$ cat config.mk
export PLATFORM = sky130hd
export DESIGN_NAME = alu_result_arbiter
export DESIGN_NICKNAME = d
export VERILOG_FILES = /design/src/rtl/alu_pkg.sv /design/src/rtl/rr_arb2.sv /design/src/rtl/alu_result_arbiter.sv
export SDC_FILE = /design/constraint.sdc
export NUM_CORES = 1
export LEC_CHECK = 0
export BUFFER_PORTS_ARGS = -buffer_cell sky130_fd_sc_hd__buf_2
export CAP_MARGIN = 0
export CORE_ASPECT_RATIO = 1.2
export CORE_MARGIN = 2
export CORE_UTILIZATION = 40
export CTS_BUF_LIST = sky130_fd_sc_hd__clkbuf_16
export DETAILED_ROUTE_END_ITERATION = 10
export PLACE_DENSITY = 0.69
export SLEW_MARGIN = 20
export SYNTH_ARGS = -nofsm -noshare
export SYNTH_HDL_FRONTEND = slang
export SYNTH_SLANG_ARGS = --single-unit
export TNS_END_PERCENT = 5
$ cat constraint.sdc
create_clock -name clk -period 2.6 [get_ports clk]
set_input_delay 0 -clock clk [delete_from_list [all_inputs] [get_ports clk]]
set_output_delay 0 -clock clk [all_outputs]
set_load 0.02 [all_outputs]
$ cat src/rtl/alu_pkg.sv
// Shared definitions for the ALU result path: result word width, source IDs
// and the result arbiter state encoding.
package alu_pkg;

    localparam int unsigned DATA_SIZE      = 16;
    localparam int unsigned ID_SIZE        = 8;
    // Result word = data, one status bit, then the tag ID.
    localparam int unsigned FIFO_OUT_WIDTH = DATA_SIZE + 1 + ID_SIZE;

    typedef enum logic {
        SRC_ADD = 1'b0,
        SRC_MUL = 1'b1
    } src_e;

    typedef enum logic {
        ARB_IDLE  = 1'b0,
        ARB_WRITE = 1'b1
    } arb_state_e;

    function automatic src_e other_src(input src_e s);
        return (s == SRC_ADD) ? SRC_MUL : SRC_ADD;
    endfunction

endpackage

$ cat src/rtl/rr_arb2.sv
// Combinational two-requester round-robin grant; req_i[0] is the adder,
// req_i[1] the multiplier. Also usable on the FIFO_IN read side.
module rr_arb2
    import alu_pkg::*;
(
    input  logic [1:0] req_i,
    input  src_e       last_grant_i,
    output logic       gnt_valid_o,
    output src_e       gnt_o
);

    always_comb begin
        gnt_valid_o = |req_i;
        gnt_o       = SRC_ADD;
        case (req_i)
            2'b01:   gnt_o = SRC_ADD;
            2'b10:   gnt_o = SRC_MUL;
            // On a tie the source that did not win last time goes first.
            2'b11:   gnt_o = other_src(last_grant_i);
            default: gnt_o = SRC_ADD;
        endcase
    end

endmodule

$ cat src/rtl/alu_result_arbiter.sv
// Shares the FIFO_OUT write port between the adder and multiplier result
// interfaces with round-robin fairness and saturating per-source counters.
module alu_result_arbiter
    import alu_pkg::*;
#(
    parameter int unsigned FIFO_OUT_WIDTH = alu_pkg::FIFO_OUT_WIDTH,
    parameter int unsigned CNT_WIDTH      = 16
) (
    input  logic                      clk,
    input  logic                      rst,
    input  logic                      a_valid_res,
    input  logic [FIFO_OUT_WIDTH-1:0] result_add,
    input  logic                      m_valid_res,
    input  logic [FIFO_OUT_WIDTH-1:0] result_mul,
    input  logic                      ready_f_res,
    input  logic                      cnt_clr,
    output logic                      w_en_out,
    output logic [FIFO_OUT_WIDTH-1:0] fifo_res,
    output logic                      sum_written,
    output logic                      mul_written,
    output logic [CNT_WIDTH-1:0]      add_cnt,
    output logic [CNT_WIDTH-1:0]      mul_cnt
);

    arb_state_e                state_q,      state_d;
    src_e                      last_grant_q, last_grant_d;
    logic                      w_en_q,       w_en_d;
    logic [FIFO_OUT_WIDTH-1:0] fifo_res_q,   fifo_res_d;
    logic                      sum_wr_q,     sum_wr_d;
    logic                      mul_wr_q,     mul_wr_d;
    logic [CNT_WIDTH-1:0]      add_cnt_q,    add_cnt_d;
    logic [CNT_WIDTH-1:0]      mul_cnt_q,    mul_cnt_d;

    logic [1:0] req;
    logic       gnt_valid;
    src_e       gnt;

    // A source whose written pulse is still high is mid-handshake and must
    // not be granted again on the stale word.
    assign req = {m_valid_res & ~mul_wr_q, a_valid_res & ~sum_wr_q};

    rr_arb2 u_rr_arb2 (
        .req_i        (req),
        .last_grant_i (last_grant_q),
        .gnt_valid_o  (gnt_valid),
        .gnt_o        (gnt)
    );

    always_comb begin
        state_d      = state_q;
        last_grant_d = last_grant_q;
        w_en_d       = 1'b0;
        fifo_res_d   = fifo_res_q;
        sum_wr_d     = 1'b0;
        mul_wr_d     = 1'b0;

        case (state_q)
            ARB_IDLE: begin
                if (ready_f_res && gnt_valid) begin
                    state_d      = ARB_WRITE;
                    last_grant_d = gnt;
                    w_en_d       = 1'b1;
                    fifo_res_d   = (gnt == SRC_ADD) ? result_add : result_mul;
                    sum_wr_d     = (gnt == SRC_ADD);
                    mul_wr_d     = (gnt == SRC_MUL);
                end
            end
            ARB_WRITE: begin
                // The write commits regardless of ready_f_res here: the grant
                // was taken while FIFO_OUT had room.
                state_d = ARB_IDLE;
            end
            default: state_d = ARB_IDLE;
        endcase
    end

    always_comb begin
        add_cnt_d = add_cnt_q;
        mul_cnt_d = mul_cnt_q;
        if (cnt_clr) begin
            add_cnt_d = '0;
            mul_cnt_d = '0;
        end else begin
            if (sum_wr_q && !(&add_cnt_q)) add_cnt_d = add_cnt_q + CNT_WIDTH'(1);
            if (mul_wr_q && !(&mul_cnt_q)) mul_cnt_d = mul_cnt_q + CNT_WIDTH'(1);
        end
    end

    always_ff @(posedge clk or posedge rst) begin
        if (rst) begin
            state_q      <= ARB_IDLE;
            last_grant_q <= SRC_MUL;
            w_en_q       <= 1'b0;
            fifo_res_q   <= '0;
            sum_wr_q     <= 1'b0;
            mul_wr_q     <= 1'b0;
            add_cnt_q    <= '0;
            mul_cnt_q    <= '0;
        end else begin
            state_q      <= state_d;
            last_grant_q <= last_grant_d;
            w_en_q       <= w_en_d;
            fifo_res_q   <= fifo_res_d;
            sum_wr_q     <= sum_wr_d;
            mul_wr_q     <= mul_wr_d;
            add_cnt_q    <= add_cnt_d;
            mul_cnt_q    <= mul_cnt_d;
        end
    end

    assign w_en_out    = w_en_q;
    assign fifo_res    = fifo_res_q;
    assign sum_written = sum_wr_q;
    assign mul_written = mul_wr_q;
    assign add_cnt     = add_cnt_q;
    assign mul_cnt     = mul_cnt_q;

endmodule
---- After elaboration in Yosys (flattened, before gate mapping) ----
Cells that the tools add are included.
storage, ports and cells
  bits of input ports ..................... 56
  bits in registers ....................... 62
  output and inout port bits .............. 60
  word-level logic and storage cells ...... 43
operators by class
  muxes and demuxes ....................... 14
  bitwise logic cells ..................... 6
  reductions and logical operators ........ 11
  equal/unequal tests ..................... 2
  $add $sub $neg .......................... 2
operator list
  kind                                           count
  2-to-1 mux 16 bit                              4
  adder 16 x 1 -> 16 bit, second input constant  2
  AND reduction 16 bit                           2
  2-to-1 mux 25 bit                              1
  2-to-1 mux 1 bit                               7
  == test 2 bit, second input constant           2
  NOT 1 bit                                      4
  one-hot mux 1 bit (2 select lines)             2
  nonzero test 2 bit                             2
  logical AND 1 bit                              3
  AND 1 bit                                      2
  logical NOT 1 bit                              2
  AND reduction 2 bit                            1
  OR reduction 2 bit                             1

---- Logic depth before layout (Yosys ltp) ----
  depth in word-level cells ............... 7
  gate-level depth with buffers ........... 6
  gate-level depth less buffers ........... 5

---- By module ----
Synthesis repeated with hierarchy kept, for this count alone.
second synthesis, totals
  cell total of the unflattened synthesis .. 330
  area total of the unflattened synthesis .. 3196.8 sq um
by module, submodules not included
  module              sequential area each (sq um)  instances  area each (sq um)  cells an instance
  alu_result_arbiter  1527.7                        1          3183.1             328
  rr_arb2             0.0                           1          13.8               2

---- Worst setup path before layout ----
No wires, ideal clock.
  path type ............................... register -> register
  from .................................... register mul_cnt_q[0] (netlist: mul_cnt[0])
  to ...................................... register mul_cnt_q[14] (netlist: mul_cnt[14])
  arrival time ............................ 1875 ps
  buffers on the path ..................... 1
  clock period less this slack ............ 1953 ps
  library setup time ...................... 78 ps
  data required time ...................... 2522 ps
  stages on the path, launching flop included .. 7
  slack ................................... 647 ps
  path through ............................ dfrtp_1 -> ha_1 -> nand4_1 -> or2_1 -> clkbuf_1 -> or4_1 -> a21oi_1
between the ends
  cells in the longest elaborated chain, start to end .. 4
  elaborated cells between the ends (all ways) .. 7
  those cells by class .................... add/sub: 1; mux: 2; reduce/logical: 4
ends and longest elaborated chain
  element                                                         line                       RTL
  from (decl)                                                     alu_result_arbiter.sv:32   logic [CNT_WIDTH-1:0] mul_cnt_q, mul_cnt_d;
  from (signal assigned)                                          alu_result_arbiter.sv:107  mul_cnt_q <= mul_cnt_d;
  branches (longest 4 deep; another with adder 16 x 1 -> 16 bit)  --
Parallel ways; which one is timed is not known. The select of a mux whose other input is x is not followed.
A chain may end at the register's enable or synchronous reset.

---- Final worst setup path ----
  from .................................... register sum_wr_q (netlist: sum_written)
  to ...................................... register fifo_res_q[14] (netlist: fifo_res[14])
between the ends
  cells in the longest elaborated chain, start to end .. 5
  elaborated cells between the ends (all ways) .. 9
  those cells by class .................... eq/ne: 2; mux: 2; bitwise: 2; reduce/logical: 3
ends and longest elaborated chain
  element                                                                  line                                     RTL
  from (decl)                                                              alu_result_arbiter.sv:29                 logic sum_wr_q, sum_wr_d;
  from (signal assigned)                                                   alu_result_arbiter.sv:104                sum_wr_q <= sum_wr_d;
  NOT 1 bit *                                                              alu_result_arbiter.sv:40                 assign req = {m_valid_res & ~mul_wr_q, a_valid_res & ~sum_wr_q};
  AND 1 bit *                                                              alu_result_arbiter.sv:40
  == test 2 bit or OR reduction 2 bit (tied branches)                      rr_arb2.sv:15, rr_arb2.sv:13
  one-hot mux 1 bit (2 select lines) or logical AND 1 bit (tied branches)  rr_arb2.sv:15, alu_result_arbiter.sv:59
  2-to-1 mux 25 bit or AND reduction 2 bit (tied branches)                 --
  to (signal assigned)                                                     alu_result_arbiter.sv:103                fifo_res_q <= fifo_res_d;
  to (decl)                                                                alu_result_arbiter.sv:28                 logic [FIFO_OUT_WIDTH-1:0] fifo_res_q, fifo_res_d;
Mark *: on every way between the ends. The rest lies on a longest branch, timed or not.

==> out/metrics.yaml <==
setup_path:
  max_stage_delay_ns: 0.59
  crit_path_end_kind: "flip-flop"
  crit_path_cell_trace: "nand2b_1, a21o_1, buf_4, nor2_2, buf_4, a221o_1, dlygate4sd3_1"
  r2r-start: "sum_written"
  worst-path-stages: 7
  timing.critical_path.required_ns: 2.85
  cp.arrival_ns: 2.56
  crit_slowest_cell: "dlygate4sd3_1"
  reg2reg_slack_ns: 0.29
  path_buf_inv: 3
  path_class: "reg2reg"
  reg2reg_depth: 7
  critPathCapture: "fifo_res[14]"
  cp_max_fo: 28
  crit_path_start: "sum_written"
  worstReg2RegEnd: "fifo_res[14]"
  start_kind: "flip-flop"
  cp_top_family: "buffers and inverters"
  worst_path_most_repeated_cell: "buf_4"
power_and_ir_drop:
  power_leakage_nw: 2.09
  seq_power_share_pct: 37.3
  netSwitchingFraction_pct: 28.3
  ir_worst_vdd_mv: 0.352
  clockPowerShare_pct: 38.5
  net-switching-power_uw: 864
  combPwrFrac_pct: 24.1
  p_per_area_mw_per_mm2: 682
  power.internal_mw: 2.19
sta:
  max_freq_mhz: 433
  finalCritPeriodShare_pct: 88.8
  fin_crit_ns: 2.31
  relSlewSlack_pct: 36.9
  hold_viol: 0
  fin_skew_ns: 0.00713
  finalHoldWorstSlack_ns: 0.0128
  worst_pin_slew_ns: 0.945
  setup_tns_ns: 0
  fin_ws_ns: 0.290
  drv_slew: 0
  finalSetupViolations: 0
  rsz0062_at_grt: "false"
layout:
  final_common_cell: "buf_2"
  diodes: 0
  seq_area_mm2: 0.00153
  multi_input_area_mm2: 0.00137
  fin_nets: 516
  final_area_mm2: 0.00448
  n_fill_cell: 623
  syn2layout_area_growth_pct: 49.7
  drive_gt1_share_pct: 31.7
  final_cell_mix: "buf_2, dfrtp_1, dlygate4sd3_1, a221o_1, a21oi_1"
drt:
  num_vias: 3009
  dr.pass1.iters: 6
  wl_mm: 8.41
  drt_iter0_drc: 133
  final_antenna_net_count: 0
  drc_errors: 0
  vias_per_cell: 5.44
  routedWlPerCell_um: 15.2
logic_synthesis:
  synth-edff-count: 0
  yosys_warnings: 0
  ys_types: 43
  synth_area_leader_cell: "dfrtp_1"
  ys_seq_area_share_pct: 51.1
  synth_area_mm2: 0.00299
  synth_seq_cells: 61
  netlist_instances: 291
  synth_top_cells_by_area: "dfrtp_1, a221o_1, a21oi_1"
  synthArstFlopShare_pct: 100
  synth.avg_cell_area_um2: 10.3
  syn-num-nets: 349
  synth_top_area_share_pct: 50.2
  ys.flop_type: "dfrtp_1"
clocking:
  clock_tree.root_cell: "clkbuf_16"
  htreeDepth: 3
  post_cts_buffers: 0
  post_cts_resized: 0
  cts_inserted_buffers: 9
  clk_latency_ns: 0.32
  cts_hold_buf: 51
  cts_tree: "built"
  cts_buffer_depth: 2
  cts.sinks: 61
  clk_pin_slew_ns: 0.06
outcome:
  status: "finished, final reports clean"
placement:
  place_ws_ns: 0.683
  place.gp.congestion: 0.794
  port_buffers: 115
  place_area_mm2: 0.00367
  hpwl_mm: 5.27
floorplanning:
  die_area_mm2: 0.00819
  fp.dieH_um: 98.7
  io-pin-count: 116
  core_area_mm2: 0.00723
  start_util_pct: 41.4
  die-width_um: 82.9
  std_cell_rows: 34
grt:
  grt_overflow: 0
  grt_start_max_net_pins: 47
  grt_pass1_vias: 3004
  antenna_found_initial: 0
  grt_use_total_pct: 21.1
  grt_pass1_wl_mm: 14.1
hold_path:
  min_path_type: "in2reg"
flow_run:
  maxCapViolCount: 0
[final cells by class]
class,count,share of cell area [%]
clock buffers,9,5.03
clock inverters,7,1.68
multi-input cells,204,30.5
inverters,9,0.754
flip-flops and latches,61,34.1
repair buffers,173,25.4
well taps,90,2.51
[tightest hold or removal path, cell delays in order]
cell     delay (ns)
buf_2          0.09
a31oi_1        0.10
nor2_2         0.09
[Yosys cell counts (9+ instances only)]
master and n:
and2_0 15, or3_1 14, inv_1 9, a21oi_1 21, a221o_1 25, o21ai_0 9, and2_1 10, or4_1 9
o31ai_1 10, nand4_1 9, dfrtp_1 60, nand3_1 10, nand2_1 12, nor2_1 12, clkbuf_1 12
[logic make-up (layout without fill, tap and decap cells)]
kind of cell	count (synthesis)	count (layout)	share of synthesized area (%)
buf+inv	26	198	3.43
simple gates	116	116	22.7
compound gates	79	79	19.6
xor+xnor	2	2	0.586
fa+ha+maj	2	2	0.836
flops	61	61	51.1
mux	5	5	1.80
[worst min-delay path by stage]
stage                               from      endpoint  depth (start not counted)
after floorplan           result_add[23]  fifo_res[23]                          1
after global placement    result_add[12]  fifo_res[12]                          2
after detailed placement  result_mul[19]  fifo_res[19]                          2
after CTS                    a_valid_res   sum_written                          3
after global routing         a_valid_res   sum_written                          3
final                        a_valid_res   sum_written                          3
[per-stage QoR]
stage,total power [mW],instances,utilization (%)
after detailed placement,1.69,486,50.7
final,3.05,553,61.9
after global routing,3.19,553,61.9
after floorplan,1.48,291,-
after global placement,1.68,486,50.7
after CTS,3.05,553,61.9
[flip-flops by register name, summed over array words and instances, names as in the netlist]
name,flops
add_cnt,16
fifo_res,25
last_grant_q,1
mul_cnt,16
mul_written,1
state_q,1
sum_written,1
[routing by layer]
layer  track usage, %  share of wire, %
met4             6.81               1.4
met1             24.7                41
met3             5.36               6.2
met2             37.9                52
met5                0                 0
[power by group through the flow]
| stage | logic [mW] | clock network (mW) | registers (mW) |
|---|---|---|---|
| final | 0.737 | 1.18 | 1.14 |
| after global routing | 0.795 | 1.24 | 1.15 |
| after CTS | 0.717 | 1.20 | 1.13 |
| after detailed placement | 0.553 | 0 | 1.14 |
| after global placement | 0.542 | 0 | 1.14 |
| after floorplan | 0.208 | 0 | 1.27 |
Note: power is estimated with default switching activity, not from simulation.
